--- config.mk ---
export PLATFORM = sky130hd
export DESIGN_NAME = regfile_port_arbiter
export DESIGN_NICKNAME = d
export VERILOG_FILES = /design/src/rtl/regfile_port_arbiter.sv
export SDC_FILE = /design/constraint.sdc
export NUM_CORES = 1
export LEC_CHECK = 0
export BUFFER_PORTS_ARGS = -buffer_cell sky130_fd_sc_hd__buf_2
export CORE_MARGIN = 2
export CORE_UTILIZATION = 55
export DETAILED_ROUTE_END_ITERATION = 6
export GPL_ROUTABILITY_DRIVEN = 0
export PLACE_DENSITY = 0.85
export REMOVE_ABC_BUFFERS = 1
export SLEW_MARGIN = 40
export SYNTH_ARGS = -nofsm -noshare
export SYNTH_HDL_FRONTEND = slang
export SYNTH_SLANG_ARGS = --single-unit
--- constraint.sdc ---
create_clock -name clk -period 8.4 [get_ports clk]
set_input_delay 1.26 -clock clk [delete_from_list [all_inputs] [get_ports clk]]
set_output_delay 1.26 -clock clk [all_outputs]
set_load 0.02 [all_outputs]
--- src/rtl/regfile_port_arbiter.sv ---
// Register file port arbiter: shares the single register file access slot
// between decode-stage reads and buffered write-back writes. Reads never
// overtake a buffered write to the same register, and a hazard-free read
// waits for at most MAX_WR_BURST consecutive write grants.
module regfile_port_arbiter #(
  parameter int WBUF_DEPTH   = 2,
  parameter int MAX_WR_BURST = 4
) (
  input  logic                          clk,
  input  logic                          rst,
  input  logic                          rd_req_valid,
  output logic                          rd_req_ready,
  input  logic [4:0]                    rd_rs,
  input  logic [4:0]                    rd_rt,
  output logic                          rd_rsp_valid,
  input  logic                          wr_req_valid,
  output logic                          wr_req_ready,
  input  logic [4:0]                    wr_addr,
  input  logic [31:0]                   wr_data,
  output logic                          rf_regwrite,
  output logic [4:0]                    rf_rs,
  output logic [4:0]                    rf_rt,
  output logic [4:0]                    rf_rd,
  output logic [31:0]                   rf_writedata,
  output logic [$clog2(WBUF_DEPTH):0]   wbuf_count
);

  localparam int PW = $clog2(WBUF_DEPTH);
  localparam int CW = PW + 1;
  localparam int SW = $clog2(MAX_WR_BURST + 1);
  localparam logic [CW-1:0] DepthC = CW'(WBUF_DEPTH);
  localparam logic [SW-1:0] BurstC = SW'(MAX_WR_BURST);

  logic [4:0]            addrMem_q [WBUF_DEPTH];
  logic [31:0]           dataMem_q [WBUF_DEPTH];
  logic [PW-1:0]         head_q, head_d;
  logic [PW-1:0]         tail_q, tail_d;
  logic [CW-1:0]         count_q, count_d;
  logic [SW-1:0]         streak_q, streak_d;
  logic                  rspValid_q, rspValid_d;

  logic [WBUF_DEPTH-1:0] slotUsed;
  logic                  hazard;
  logic                  push;
  logic                  pop;
  logic                  grantWrite;
  logic                  grantRead;

  // A read is hazarded when any occupied buffer slot targets rs or rt;
  // register 0 is never buffered, but is excluded explicitly for clarity.
  always_comb begin
    slotUsed = '0;
    hazard   = 1'b0;
    for (int i = 0; i < WBUF_DEPTH; i++) begin
      slotUsed[i] = ({1'b0, PW'(i) - head_q} < count_q);
      if (slotUsed[i] && (addrMem_q[i] != 5'd0) &&
          ((addrMem_q[i] == rd_rs) || (addrMem_q[i] == rd_rt))) begin
        hazard = 1'b1;
      end
    end
    hazard = hazard && rd_req_valid;
  end

  // Slot arbitration: writes win unless a hazard-free read has already
  // waited through a full write burst; nothing is granted during reset.
  always_comb begin
    wr_req_ready = !rst && (count_q < DepthC);
    push         = wr_req_valid && wr_req_ready && (wr_addr != 5'd0);
    grantWrite   = !rst && (count_q != '0) &&
                   (!rd_req_valid || hazard || (streak_q < BurstC));
    grantRead    = !rst && !grantWrite && rd_req_valid;
    pop          = grantWrite;
  end

  // Next-state values for the FIFO pointers, occupancy and write streak.
  always_comb begin
    head_d     = pop  ? head_q + PW'(1) : head_q;
    tail_d     = push ? tail_q + PW'(1) : tail_q;
    count_d    = count_q + CW'(push) - CW'(pop);
    streak_d   = '0;
    if (grantWrite && rd_req_valid) begin
      streak_d = (streak_q == BurstC) ? BurstC : streak_q + SW'(1);
    end
    rspValid_d = grantRead;
  end

  // Control state with synchronous reset; buffered writes are discarded.
  always_ff @(posedge clk) begin
    if (rst) begin
      head_q     <= '0;
      tail_q     <= '0;
      count_q    <= '0;
      streak_q   <= '0;
      rspValid_q <= 1'b0;
    end else begin
      head_q     <= head_d;
      tail_q     <= tail_d;
      count_q    <= count_d;
      streak_q   <= streak_d;
      rspValid_q <= rspValid_d;
    end
  end

  // Buffer storage needs no reset; occupancy is tracked by the pointers.
  always_ff @(posedge clk) begin
    if (push) begin
      addrMem_q[tail_q] <= wr_addr;
      dataMem_q[tail_q] <= wr_data;
    end
  end

  // Register file drive: write fields are zero unless a write is granted.
  always_comb begin
    rd_req_ready = grantRead;
    rd_rsp_valid = rspValid_q;
    rf_regwrite  = grantWrite;
    rf_rs        = rd_rs;
    rf_rt        = rd_rt;
    rf_rd        = grantWrite ? addrMem_q[head_q] : 5'd0;
    rf_writedata = grantWrite ? dataMem_q[head_q] : 32'd0;
    wbuf_count   = count_q;
  end

endmodule

==> results.cfg <==
[grt]
grt.busiest_layer = met2
use_met2_pct = 32.88
track_usage_pct = 20.05
grt_max_degree = 38
grt_pass1_wl_um = 11320
antenna_found_initial = 0
gr-usage-met3_pct = 4.716
grt_pass1_vias = 2413
grt_use_met1_pct = 25.59
overflow = 0

[die]
die_y_um = 85.84
ios = 104
start_util_pct = 57.35
die-area_um2 = 7368
coreArea_um2 = 6422
die_x_um = 85.84
rows = 29

[timing]
fin_skew_ns = 0.006008
period_share_pct = 49.24
fmax_ghz = 0.2417
period_needed_ns = 4.137
max_slew_margin_pct = 47.54
setup_viol = 0
rsz0062_at_grt = false
hold_violations = 0
fin_hold_ws_ns = 0.4559
setup-tns-final_ns = 0
max_slew.worst_pin.slew_ns = 0.7869
slew_violations = 0
worst_slack_ns = 4.263

[clock_network]
cts-buffers-inserted = 9
cts_resized = 0
htree_levels = 3
clockRootBuffer = clkbuf_8
post_cts_buffers = 0
cts_hold_buf = 0
path_clk_slew_ns = 0.08
clockBufferDepth = 2
cts_sinks = 83
cts_tree = done
clk-insertion-delay-late_ns = 0.34

[detailed_routing]
drt_iter0_markers = 121
wl_um = 7178
wl_per_cell_um = 16.35
routed_via_density = 5.501
via_count = 2415
drtPass1Iterations = 6
ant_nets = 0
drcViolationCount = 8

[status]
violations = DRC
status = finished, violations left

[yosys]
seq_area_frac_synth_pct = 65.22
synth_cells = 261
ys_async_sr_fraction_pct = 0
synth_top_cell_by_area = edfxtp_1
synth_edf_count = 74
synthTopCellsByArea = edfxtp_1 60%, mux2i_1 10%, xnor2_1 5.2%, a21oi_1 5.2%, dfxtp_1 4.9%
synth_top_area_share_pct = 60.33
synth_most_common_cell = edfxtp_1
syn_avg_cell_area_um2 = 14.11
ys_types = 30
synth-seq-cells = 83
syn_area_um2 = 3684
ys_warn_count = 0
synth_commonest_cells = 74 x edfxtp_1, 38 x a21oi_1, 37 x mux2i_1, 22 x xnor2_1, 10 x buf_4
synth_ff_type = edfxtp_1

[critical_path]
start_kind = input port
crit_required_ns = 7.14
end_kind = primary output
cp.arrival_ns = 2.88
cp_max_fo = 25
crit_type = in -> out

[layout]
drive_gt1_share_pct = 36.46
diodes = 0
instances_no_fill = 439
areaGrowthSynthToFinish_pct = 21.03
final.fill_count = 466
post-route-util_pct = 69.41
nNetsFinal = 412

[hold_path]
min_path_type = reg -> reg

[pwr]
vdd_drop_max_mv = 0.2585
powerDensity_nw_per_um2 = 261.8
cellLeakagePower_uw = 0.001733

[placed_design]
dp_hpwl_um = 5024
preCtsSetupSlack_ns = 4.286
portBuffers = 103
dp_cells = 423

[job]
maxCapViolCount = 0
-- stage by stage --
stage,instance area (um2),power [uW]
finish,4458,1167
floorplan,3525,767.5
CTS,4458,1172
detailed placement,4259,893.5
global route,4458,1221
global placement,4160,874.9
-- worst max-delay path: stages --
cell and delay, ns:
buf_2 0.21, a211o_1 0.66, buf_4 0.41, nand2_1 0.14, buf_2 0.18
-- report_power, final --
part / switching (uW) / total, uW / internal, uW / leakage (uW)
Sequential: 51.8 / 543 / 492 / 0.000752
Clock: 145 / 284 / 139 / 0.0000939
Combinational: 201 / 340 / 139 / 0.000887
Total: 398 / 1170 / 770 / 0.00173
-- area by class of cell --
class	count	area, um2	share of cell area, %
clock buffer	9	123.9	2.779
sequential	83	2406	53.97
timing repair buffer	109	619.3	13.89
clock inverter	7	75.07	1.684
tap	77	96.34	2.161
multi-input combinational	149	1119	25.09
inverter	5	18.77	0.4210
-- cell families after synthesis --
family	after synthesis	synth area share (%)
AO/OA/AOI/OAI	51	8.424
flip-flops	83	65.22
AND/OR/NAND/NOR	34	4.653
adder cells (fa/ha/maj)	4	1.359
buffers and inverters	29	4.823
XOR/XNOR	23	5.469
multiplexers	37	10.05
-- state kept, by name (all words and copies together) (netlist names), named ones only --
register      count
head_q            1
streak_q          3
wbuf_count        2
tail_q            1
rd_rsp_valid      1
addrMem_q        10
dataMem_q        64
-- layout by cell type, fill, tap and decap left out, types with 3 or more instances in the layout --
cell      netlist  final
xnor2_1        22     22
a21oi_1        38     38
edfxtp_1       74     74
nand3_1         8      8
nand2_1         7      7
buf_2           1    103
a21oi_2         3      3
inv_1           5      5
nor2_1          9      7
mux2i_1        37     37
dfxtp_1         9      8
clkbuf_8        0      9
nor3_1          3      3
ha_1            4      4
-- worst paths after layout --
kind / endpoint / startpoint / cells past startpoint / slack (ns)
min reg2reg: streak_q[0] / streak_q[0] / 1 / 0.46
min: streak_q[0] / streak_q[0] / 1 / 0.46
max reg2reg: wbuf_count[1] / addrMem_q[0][0] / 12 / 5.37
max: rf_regwrite / rst / 5 / 4.26
-- per-layer routing --
layer  part of all wire (%)  up-vias  wire length [um]
met4                    2.2        0               157
met1                     41     1125              2971
met3                    8.1       17               580
met5                      0        -                 0
met2                     48      115              3469
li1                       -     1158                 -
Power figures use the tool's default switching activity.
